$ cat config.mk
export PLATFORM = sky130hd
export DESIGN_NAME = rr_arbiter8
export DESIGN_NICKNAME = d
export VERILOG_FILES = /design/src/rtl/rr_arbiter8_pkg.sv /design/src/rtl/rr_arbiter8_onehot_enc8.sv /design/src/rtl/rr_arbiter8.sv
export SDC_FILE = /design/constraint.sdc
export NUM_CORES = 1
export LEC_CHECK = 0
export ABC_AREA = 1
export CAP_MARGIN = 30
export CORE_AREA = 2 2 73 75
export CTS_CLUSTER_SIZE = 24
export DETAILED_ROUTE_END_ITERATION = 8
export DIE_AREA = 0 0 75 77
export GPL_ROUTABILITY_DRIVEN = 0
export PLACE_DENSITY = 0.73
export SLEW_MARGIN = 20
export SYNTH_ARGS = -nofsm -noshare
export SYNTH_HDL_FRONTEND = slang
export SYNTH_SLANG_ARGS = --single-unit
$ cat constraint.sdc
create_clock -name clk -period 3.5 [get_ports clk]
set_input_delay 0.525 -clock clk [delete_from_list [all_inputs] [get_ports clk]]
set_output_delay 0.525 -clock clk [all_outputs]
set_load 0.01 [all_outputs]
$ cat src/rtl/rr_arbiter8_pkg.sv
// Shared definitions for the 8-way round-robin arbiter.
//   N_REQ / IDX_W : requester count and encoded index width
//   arb_state_e   : two-state arbitration FSM encoding
//   rr_search     : rotating-priority search returning a one-hot winner
package rr_arbiter8_pkg;

    localparam int N_REQ = 8;
    localparam int IDX_W = 3;

    typedef enum logic {
        ST_IDLE  = 1'b0,
        ST_GRANT = 1'b1
    } arb_state_e;

    // Scan req starting at bit ptr, ascending and wrapping 7 -> 0, skipping
    // any bit set in mask. Returns the first hit as a one-hot, or all-zero.
    function automatic logic [N_REQ-1:0] rr_search(
        input logic [N_REQ-1:0] req,
        input logic [IDX_W-1:0] ptr,
        input logic [N_REQ-1:0] mask
    );
        logic [N_REQ-1:0] cand;
        logic [N_REQ-1:0] result;
        logic             found;
        logic [IDX_W-1:0] idx;
        cand   = req & ~mask;
        result = {N_REQ{1'b0}};
        found  = 1'b0;
        for (int k = 0; k < N_REQ; k++) begin
            // 3-bit addition wraps naturally from 7 back to 0
            idx = ptr + IDX_W'(k);
            if (!found && cand[idx]) begin
                result[idx] = 1'b1;
                found       = 1'b1;
            end else begin
                found = found;
            end
        end
        return result;
    endfunction

endpackage

$ cat src/rtl/rr_arbiter8_onehot_enc8.sv
// 8-bit one-hot to 3-bit index encoder.
//   onehot : one-hot (or all-zero) input
//   idx    : encoded index, 3'd0 for an all-zero input
module onehot_enc8
    import rr_arbiter8_pkg::*;
(
    input  logic [N_REQ-1:0] onehot,
    output logic [IDX_W-1:0] idx
);

    // OR-reduction encoder: each index bit collects the positions where it is 1
    assign idx[0] = onehot[1] | onehot[3] | onehot[5] | onehot[7];
    assign idx[1] = onehot[2] | onehot[3] | onehot[6] | onehot[7];
    assign idx[2] = onehot[4] | onehot[5] | onehot[6] | onehot[7];

endmodule

$ cat src/rtl/rr_arbiter8.sv
// Round-robin arbiter sharing one resource slot between 8 requesters.
// A granted requester keeps the grant while it holds its request, up to
// MAX_HOLD consecutive cycles when others are waiting (0 = unlimited).
//   clk       : clock, rising edge
//   rst_n     : asynchronous active-low reset
//   req       : request lines, req[i] = requester i wants/holds the slot
//   gnt       : registered one-hot grant or all-zero
//   gnt_idx   : encoded index of gnt (0 when gnt is zero), drives datapath mux
//   gnt_valid : |gnt
module rr_arbiter8
    import rr_arbiter8_pkg::*;
#(
    parameter int MAX_HOLD = 16,
    parameter int HOLD_W   = 5
) (
    input  logic             clk,
    input  logic             rst_n,
    input  logic [N_REQ-1:0] req,
    output logic [N_REQ-1:0] gnt,
    output logic [IDX_W-1:0] gnt_idx,
    output logic             gnt_valid
);

    localparam logic [HOLD_W-1:0] HOLD_LIMIT =
        (MAX_HOLD == 0) ? {HOLD_W{1'b0}} : HOLD_W'(MAX_HOLD - 1);

    arb_state_e       state_r, state_nxt_s;
    logic [N_REQ-1:0] gnt_r, gnt_nxt_s;
    logic [IDX_W-1:0] ptr_r, ptr_nxt_s;
    logic [HOLD_W-1:0] hold_r, hold_nxt_s;

    logic [N_REQ-1:0] search_mask_s;
    logic [N_REQ-1:0] win_s;
    logic             win_valid_s;
    logic [IDX_W-1:0] win_idx_s;
    logic             cur_req_s;
    logic             hold_ok_s;

    // In GRANT the current holder is excluded so release/rotation never re-picks it
    assign search_mask_s = (state_r == ST_GRANT) ? gnt_r : {N_REQ{1'b0}};
    assign win_s         = rr_search(req, ptr_r, search_mask_s);
    assign win_valid_s   = |win_s;
    assign cur_req_s     = |(req & gnt_r);
    assign hold_ok_s     = (MAX_HOLD == 0) || (hold_r < HOLD_LIMIT);

    onehot_enc8 u_win_enc (
        .onehot (win_s),
        .idx    (win_idx_s)
    );

    onehot_enc8 u_gnt_enc (
        .onehot (gnt_r),
        .idx    (gnt_idx)
    );

    assign gnt       = gnt_r;
    assign gnt_valid = |gnt_r;

    // Next-state, next-grant, hold counter and priority pointer decisions
    always_comb begin
        state_nxt_s = state_r;
        gnt_nxt_s   = gnt_r;
        hold_nxt_s  = hold_r;
        ptr_nxt_s   = ptr_r;
        case (state_r)
            ST_IDLE: begin
                if (win_valid_s) begin
                    state_nxt_s = ST_GRANT;
                    gnt_nxt_s   = win_s;
                    hold_nxt_s  = {HOLD_W{1'b0}};
                    ptr_nxt_s   = win_idx_s + 3'd1;
                end else begin
                    gnt_nxt_s   = {N_REQ{1'b0}};
                end
            end
            ST_GRANT: begin
                if (!cur_req_s) begin
                    // Release: hand over directly if anyone else is waiting
                    if (win_valid_s) begin
                        gnt_nxt_s  = win_s;
                        hold_nxt_s = {HOLD_W{1'b0}};
                        ptr_nxt_s  = win_idx_s + 3'd1;
                    end else begin
                        state_nxt_s = ST_IDLE;
                        gnt_nxt_s   = {N_REQ{1'b0}};
                        hold_nxt_s  = {HOLD_W{1'b0}};
                    end
                end else if (hold_ok_s) begin
                    hold_nxt_s = hold_r + HOLD_W'(1);
                end else if (win_valid_s) begin
                    // Hold budget used up and someone is waiting: force rotation
                    gnt_nxt_s  = win_s;
                    hold_nxt_s = {HOLD_W{1'b0}};
                    ptr_nxt_s  = win_idx_s + 3'd1;
                end else begin
                    // Nobody waiting: keep the grant, counter stays saturated
                    hold_nxt_s = hold_r;
                end
            end
            default: begin
                state_nxt_s = ST_IDLE;
                gnt_nxt_s   = {N_REQ{1'b0}};
                hold_nxt_s  = {HOLD_W{1'b0}};
                ptr_nxt_s   = 3'd0;
            end
        endcase
    end

    // Arbitration state registers with asynchronous reset
    always_ff @(posedge clk or negedge rst_n) begin
        if (!rst_n) begin
            state_r <= ST_IDLE;
            gnt_r   <= {N_REQ{1'b0}};
            ptr_r   <= 3'd0;
            hold_r  <= {HOLD_W{1'b0}};
        end else begin
            state_r <= state_nxt_s;
            gnt_r   <= gnt_nxt_s;
            ptr_r   <= ptr_nxt_s;
            hold_r  <= hold_nxt_s;
        end
    end

endmodule

==> results of run 1 <==
-- worst max-delay path, cell delays in order (launching register included) --
cell and delay, ns:
dfrtp_1 0.58, inv_2 0.07, ha_1 0.39, inv_1 0.18
nand3_1 0.10, nand2_1 0.11, nand2_1 0.07, nand2_2 0.14
inv_1 0.16, nand3_1 0.16, nand3_1 0.08, nor2_1 0.08
nand3_1 0.08, nor2_2 0.16, nand3_1 0.09, nor2_1 0.13
inv_1 0.06, ha_1 0.20, inv_1 0.05, nand2_1 0.04
nand2_1 0.05, nand3_1 0.06, nand2_1 0.08
-- Yosys cell counts --
master | count | area share [%]
buf_4 | 2 | 0.61
nand3b_1 | 1 | 0.31
nand2_8 | 3 | 2.5
buf_2 | 2 | 0.41
or2_4 | 1 | 0.36
o21ai_4 | 1 | 0.66
nor2_8 | 2 | 1.6
nand2_1 | 113 | 17
nor2_1 | 50 | 7.7
inv_2 | 3 | 0.46
or2_2 | 1 | 0.26
nor2_2 | 4 | 1.0
dfrtp_1 | 17 | 17
a221oi_1 | 2 | 0.72
buf_6 | 1 | 0.46
nand4_2 | 1 | 0.51
or4_1 | 1 | 0.31
nand3_1 | 88 | 18
o22ai_1 | 2 | 0.51
nand2_4 | 3 | 1.4
nand2_2 | 7 | 1.8
ha_1 | 8 | 4.1
nor2_4 | 3 | 1.4
a22o_1 | 2 | 0.72
nand3_2 | 5 | 2.0
nor3_1 | 12 | 2.5
o31ai_1 | 1 | 0.31
o21ai_0 | 4 | 0.82
inv_4 | 1 | 0.26
inv_1 | 43 | 6.6
a21oi_1 | 2 | 0.41
nand4_1 | 14 | 3.6
nor3_2 | 4 | 1.6
clkbuf_1 | 4 | 0.61
nand4_4 | 1 | 0.87
-- through the flow --
stage               cell area, µm²  hold WS, ns
floorplan                     2450        0.229
global placement              2740        0.560
detailed placement            2740        0.569
CTS                           2790        0.579
global route                  2790        0.598
finish                        2790        0.577
-- routing by layer --
layer  share of wire, %  routed length [µm]  up-vias  GRT usage, %
met5                  0                   0        -             0
met4                2.7                 187        0          7.50
met3                5.9                 411       27          2.63
met2                 48                3350      118          40.8
met1                 44                3040     1238          34.1
li1                   -                   -     1395             -
-- layout by cell type (no fill, tap or decap) --
cell / synthesis / routed
nand4_2: 1 / 1
nand4_4: 1 / 1
a221oi_1: 2 / 2
nor2_4: 3 / 3
o22ai_1: 2 / 2
nand2_8: 3 / 3
o21ai_0: 4 / 4
nor3_1: 12 / 12
nor2_2: 4 / 4
nor2_1: 50 / 50
buf_4: 2 / 6
nand2_2: 7 / 7
o31ai_1: 1 / 1
ha_1: 8 / 8
o21ai_4: 1 / 1
a21oi_1: 2 / 2
inv_2: 3 / 3
nor3_2: 4 / 4
nor2_8: 2 / 2
dfrtp_1: 17 / 17
or4_1: 1 / 1
clkbuf_8: 0 / 3
clkinv_2: 0 / 1
inv_4: 1 / 1
inv_1: 43 / 43
clkdlybuf4s50_1: 0 / 21
nand3_2: 5 / 5
nand3_1: 88 / 88
or2_4: 1 / 1
nand2_1: 113 / 113
nand2_4: 3 / 3
a22o_1: 2 / 2
or2_2: 1 / 1
nand4_1: 14 / 14
nand3b_1: 1 / 1
-- area by class of cell --
type                       instances  area, µm²
sequential                        17        425
clock buffer                       3       41.3
multi-input combinational        336       1790
tap                               70       87.6
fill                             496       2190
timing repair buffer              27        255
inverter                          47        179
clock inverter                     1       5.00
-- state kept, by name, indices dropped and copies added, names as in the netlist --
signal,cells
state_r,1
hold_r,5
gnt,8
ptr_r,3
-- kinds of logic (layout without fill, tap and decap cells) --
group	Yosys count	in the layout	synth area share, %
AND/OR/NAND/NOR	314	314	65.0
buffers and inverters	56	78	9.41
flip-flops	17	17	17.4
AO/OA/AOI/OAI	14	14	4.14
adder cells (fa/ha/maj)	8	8	4.09
-- final timing paths --
kind	start	cells past startpoint	to
min in group asynchronous	rst_n	1	gnt[5]
worst min-delay path	hold_r[1]	2	hold_r[1]
worst max register to register	ptr_r[0]	22	ptr_r[2]
worst max-delay path	ptr_r[0]	22	ptr_r[2]
worst min register to register	hold_r[1]	2	hold_r[1]
max in group asynchronous	rst_n	1	ptr_r[0]
==> impl_metrics.csv, run 1 <==
group,metric,value,unit
cts,tritoncts.num_buffers,3,
sta,timing_max_transition_violations_final,0,
cts,post_cts.repair.setup_buffers,0,
sta,final_hold_viol_count,0,
cts,cts.sink_count,17,
finish,synth_to_final_area_change,13.8,%
sta,timing.clock.skew,0.00306,ns
finish,finalNetCount,450,
placement,dp.final_hpwl,5570,µm
floorplanning,die-area,5780,µm²
route,drt-total-wl,6990,µm
route,wl_per_cell,14.0,µm
global_route,grt_pass1_wl,11600,µm
logic_synthesis,yosys_warning_count,0,
global_route,grt_start_max_net_pins,23,
sta,timing.final.crit_period,3.23,ns
route,num_vias,2778,
logic_synthesis,ys_ff_latch,17,
floorplanning,floorplan.initialDensity,49.2,%
sta,timing.setup.tns,0,ns
sta,worst-slew-pin-transition,0.758,ns
floorplanning,die_width,75,µm
finish,diodes,0,
setup_path,arrival,3.42,ns
setup_path,worstPathRequired,3.69,ns
sta,highest_achievable_clock_rate,310,MHz
cts,clock_tree.htree_level_count,1,
run,max_cap_viol_count,0,
cts,cts.hold.buffers_added,0,
sta,unrepaired_setup_endpoints_after_global_routing,"no",
logic_synthesis,synthCells,409,
sta,period_share,92.2,%
cts,post_cts.resized_instances,0,
floorplanning,chipHeight,77,µm
cts,cts-root-buf,"clkbuf_8",
status,outcome,"complete, no violations",
logic_synthesis,avgSynthCellArea,5.98,µm²
floorplanning,placeableCoreArea,4980,µm²
min_path,hp-class,"flop to flop",
route,post_drt_via_cell_ratio,5.54,
finish,final_cells,501,
route,route.antenna.remaining_nets,0,
global_route,grt.total_usage,25.0,%
setup_path,worst_case_register_to_register_setup_slack,0.27,ns
logic_synthesis,post_synth_num_cell_types,35,
floorplanning,fp-row-count,26,
cts,clock_latency,0.25,ns
finish,proportion_of_layout_cells_with_a_drive_suffix_above_1,11.6,%
cts,clk_pin_slew,0.07,ns
logic_synthesis,mappedNetlistNets,427,
cts,ctsLongestPathBuffers,2,
global_route,number_of_antenna_violations_at_the_first_check_in_global_routing,0,
sta,maxSlewHeadroom,49.3,%
logic_synthesis,synth.yosys.seq_area_share,17.4,%
setup_path,start_kind,"flop",
setup_path,cp_max_fo,11,
placement,port_buffers,21,
placement,preCtsSetupSlack,0.300,ns
placement,placed_cells,497,
setup_path,timing.setup.critical_path_class,"flop to flop",
sta,number_of_setup_violations_in_the_final_report,0,
route,first_iter_violations,431,
floorplanning,num_io_pins,22,
route,firstDrtPassIters,5,
cts,cts_tree,"done",
global_route,vias_in_the_first_global_route,2534,
setup_path,crit_path_end_kind,"flop",
global_route,grt_overflow,0,
logic_synthesis,synth.cell_area,2450,µm²
finish,post-route-util,56.0,%
sta,setup_slack,0.273,ns
route,remaining_drc_errors,0,
Power of run 1 is left out: the tool's default activity adds up to more than one toggle a clock period on the data nets, which glitch-free logic cannot reach.
==> run 2, diff against run 1 <==
--- a/config.mk
+++ b/config.mk
@@ -12,7 +12,7 @@
 export DETAILED_ROUTE_END_ITERATION = 8
 export DIE_AREA = 0 0 75 77
 export GPL_ROUTABILITY_DRIVEN = 0
-export PLACE_DENSITY = 0.73
+export PLACE_DENSITY = 0.7
 export SLEW_MARGIN = 20
 export SYNTH_ARGS = -nofsm -noshare
 export SYNTH_HDL_FRONTEND = slang
==> constraint.sdc (replaced) <==
create_clock -name clk -period 4.05 [get_ports clk]
set_input_delay 0.6075 -clock clk [delete_from_list [all_inputs] [get_ports clk]]
set_output_delay 0.6075 -clock clk [all_outputs]
set_load 0.01 [all_outputs]
==> run 2 against run 1 <==
Compared with the run above: maximum frequency rose by 1.4%; sequential share of layout area rose by 0.069 points; hold slack improved by 0.0071 ns; final cell count down 0.40%; critical path depth is 2 higher; clock-buffer cell count unchanged; global-route usage rose by 0.51 points; die area is the same; worst setup slack improved by 0.59 ns; final area down 0.45%; non-clock buffer count down 2; critical endpoint unchanged.
==> impl_metrics.csv, run 2 (synthesized netlist as in run 1, its figures left out) <==
group,metric,value,unit
status,outcome,"complete, no violations",
sta,timing.clock.skew,0.00290,ns
setup_path,arrival,3.38,ns
placement,port_buffers,21,
route,drt-total-wl,7080,µm
cts,cts.sink_count,17,
floorplanning,placeableCoreArea,4980,µm²
sta,maxSlewHeadroom,47.5,%
sta,highest_achievable_clock_rate,314,MHz
placement,dp.final_hpwl,5680,µm
setup_path,worst_case_register_to_register_setup_slack,0.87,ns
global_route,grt_start_max_net_pins,24,
global_route,grt_overflow,0,
global_route,grt.total_usage,25.5,%
finish,synth_to_final_area_change,13.3,%
cts,post_cts.resized_instances,0,
route,num_vias,2847,
min_path,hold_path_end,"hold_r[1]",
finish,finalNetCount,448,
cts,cts.hold.buffers_added,0,
sta,period_share,78.6,%
cts,post_cts.repair.setup_buffers,0,
floorplanning,fp-row-count,26,
sta,timing.final.crit_period,3.18,ns
setup_path,regToRegEndpoint,"ptr_r[2]",
route,post_drt_via_cell_ratio,5.71,
cts,tritoncts.num_buffers,3,
route,firstDrtPassIters,5,
route,route.antenna.remaining_nets,0,
cts,cts_tree,"done",
finish,commonest_non_fill_non_tap_cells_in_the_layout,"nand2_1 (113), nand3_1 (88), nor2_1 (50)",
route,wl_per_cell,14.2,µm
sta,worst-slew-pin-transition,0.785,ns
global_route,number_of_antenna_violations_at_the_first_check_in_global_routing,0,
setup_path,crit_path_end_kind,"flop",
min_path,hp-class,"flop to flop",
route,remaining_drc_errors,0,
global_route,vias_in_the_first_global_route,2549,
global_route,grt_pass1_wl,11700,µm
sta,unrepaired_setup_endpoints_after_global_routing,"no",
run,max_cap_viol_count,0,
setup_path,cp_max_fo,11,
route,first_iter_violations,253,
min_path,worst_min_path_start,"hold_r[1]",
setup_path,worstPathRequired,4.25,ns
cts,clock_tree.htree_level_count,1,
floorplanning,chipHeight,77,µm
cts,clock_latency,0.26,ns
floorplanning,die_width,75,µm
sta,timing.setup.tns,0,ns
cts,clk_pin_slew,0.07,ns
setup_path,reg2regPathDepth,24,
floorplanning,num_io_pins,22,
sta,final_hold_viol_count,0,
sta,timing_max_transition_violations_final,0,
setup_path,start_kind,"flop",
cts,ctsLongestPathBuffers,2,
setup_path,timing.setup.critical_path_class,"flop to flop",
setup_path,worstReg2RegStart,"ptr_r[1]",
floorplanning,floorplan.initialDensity,49.2,%
sta,number_of_setup_violations_in_the_final_report,0,
floorplanning,die-area,5780,µm²
min_path,number_of_cells_on_the_worst_hold_path,2,
finish,largest_reg_flops,8,
finish,diodes,0,
cts,cts-root-buf,"clkbuf_8",
finish,commonest_non_fill_non_tap_cell_in_the_layout,"nand2_1",
finish,proportion_of_layout_cells_with_a_drive_suffix_above_1,11.2,%
-- run 2: cell count changes in the layout (fill, tap and decap cells not counted) --
cell / change
buf_4: -2
clkinvlp_4: +1
clkinv_2: -1
-- run 2: how the worst max path moves through the flow --
stage                     slack (ns)  endpoint     start  depth (start not counted)
final                           0.87  ptr_r[2]  ptr_r[1]                         24
after global routing            0.51  ptr_r[2]  ptr_r[1]                         24
after CTS                       0.90  ptr_r[2]  ptr_r[1]                         20
after detailed placement        0.75  ptr_r[2]    req[6]                         22
after global placement          0.74  ptr_r[1]    req[6]                         19
after floorplan                 0.78  ptr_r[1]  ptr_r[0]                         22
-- run 2: cell type report --
class / instances / area (µm²)
Clock buffer: 3 / 41.3
Clock inverter: 1 / 7.51
Fill cell: 518 / 2200
Inverter: 47 / 179
Multi-Input combinational cell: 336 / 1790
Sequential cell: 17 / 425
Tap cell: 70 / 87.6
Timing Repair Buffer: 25 / 240
-- run 2: metal layers --
metal | routed length, µm | share of wire, % | global-route usage, % | vias up
met2 | 3300 | 47 | 39.3 | 132
met4 | 198 | 2.8 | 8.75 | 0
met3 | 584 | 8.2 | 4.34 | 19
li1 | - | - | - | 1394
met1 | 3000 | 42 | 35.4 | 1302
met5 | 0 | 0 | 0 | -
-- run 2: per-stage QoR --
stage / util, % / area (µm²) / hold slack (ns) / instances / setup WS [ns]
after floorplan: - / 2450 / 0.312 / 409 / 0.783
after global placement: 54.7 / 2720 / 0.568 / 495 / 0.737
after detailed placement: 54.7 / 2720 / 0.568 / 495 / 0.753
after CTS: 55.7 / 2770 / 0.581 / 499 / 0.898
after global routing: 55.7 / 2770 / 0.614 / 499 / 0.510
final: 55.7 / 2770 / 0.584 / 499 / 0.867
-- run 2: critical path, stage by stage (launching register included) --
cell and delay, ns:
dfrtp_1 0.38, inv_1 0.18, ha_1 0.28, inv_1 0.27, nand3_1 0.17, nand2_1 0.15
nand2_1 0.07, nand2_1 0.09, nor2_1 0.07, nand2_1 0.09, nand2_1 0.05, inv_1 0.06
nand3_1 0.08, nor2_1 0.09, nand3_1 0.10, nor2_1 0.21, nand3_1 0.10, nor2_1 0.13
inv_1 0.06, ha_1 0.21, inv_1 0.05, nand2_1 0.05, nand2_1 0.05, nand3_1 0.06
nand2_1 0.07
Power of run 2 is left out for the same reason.
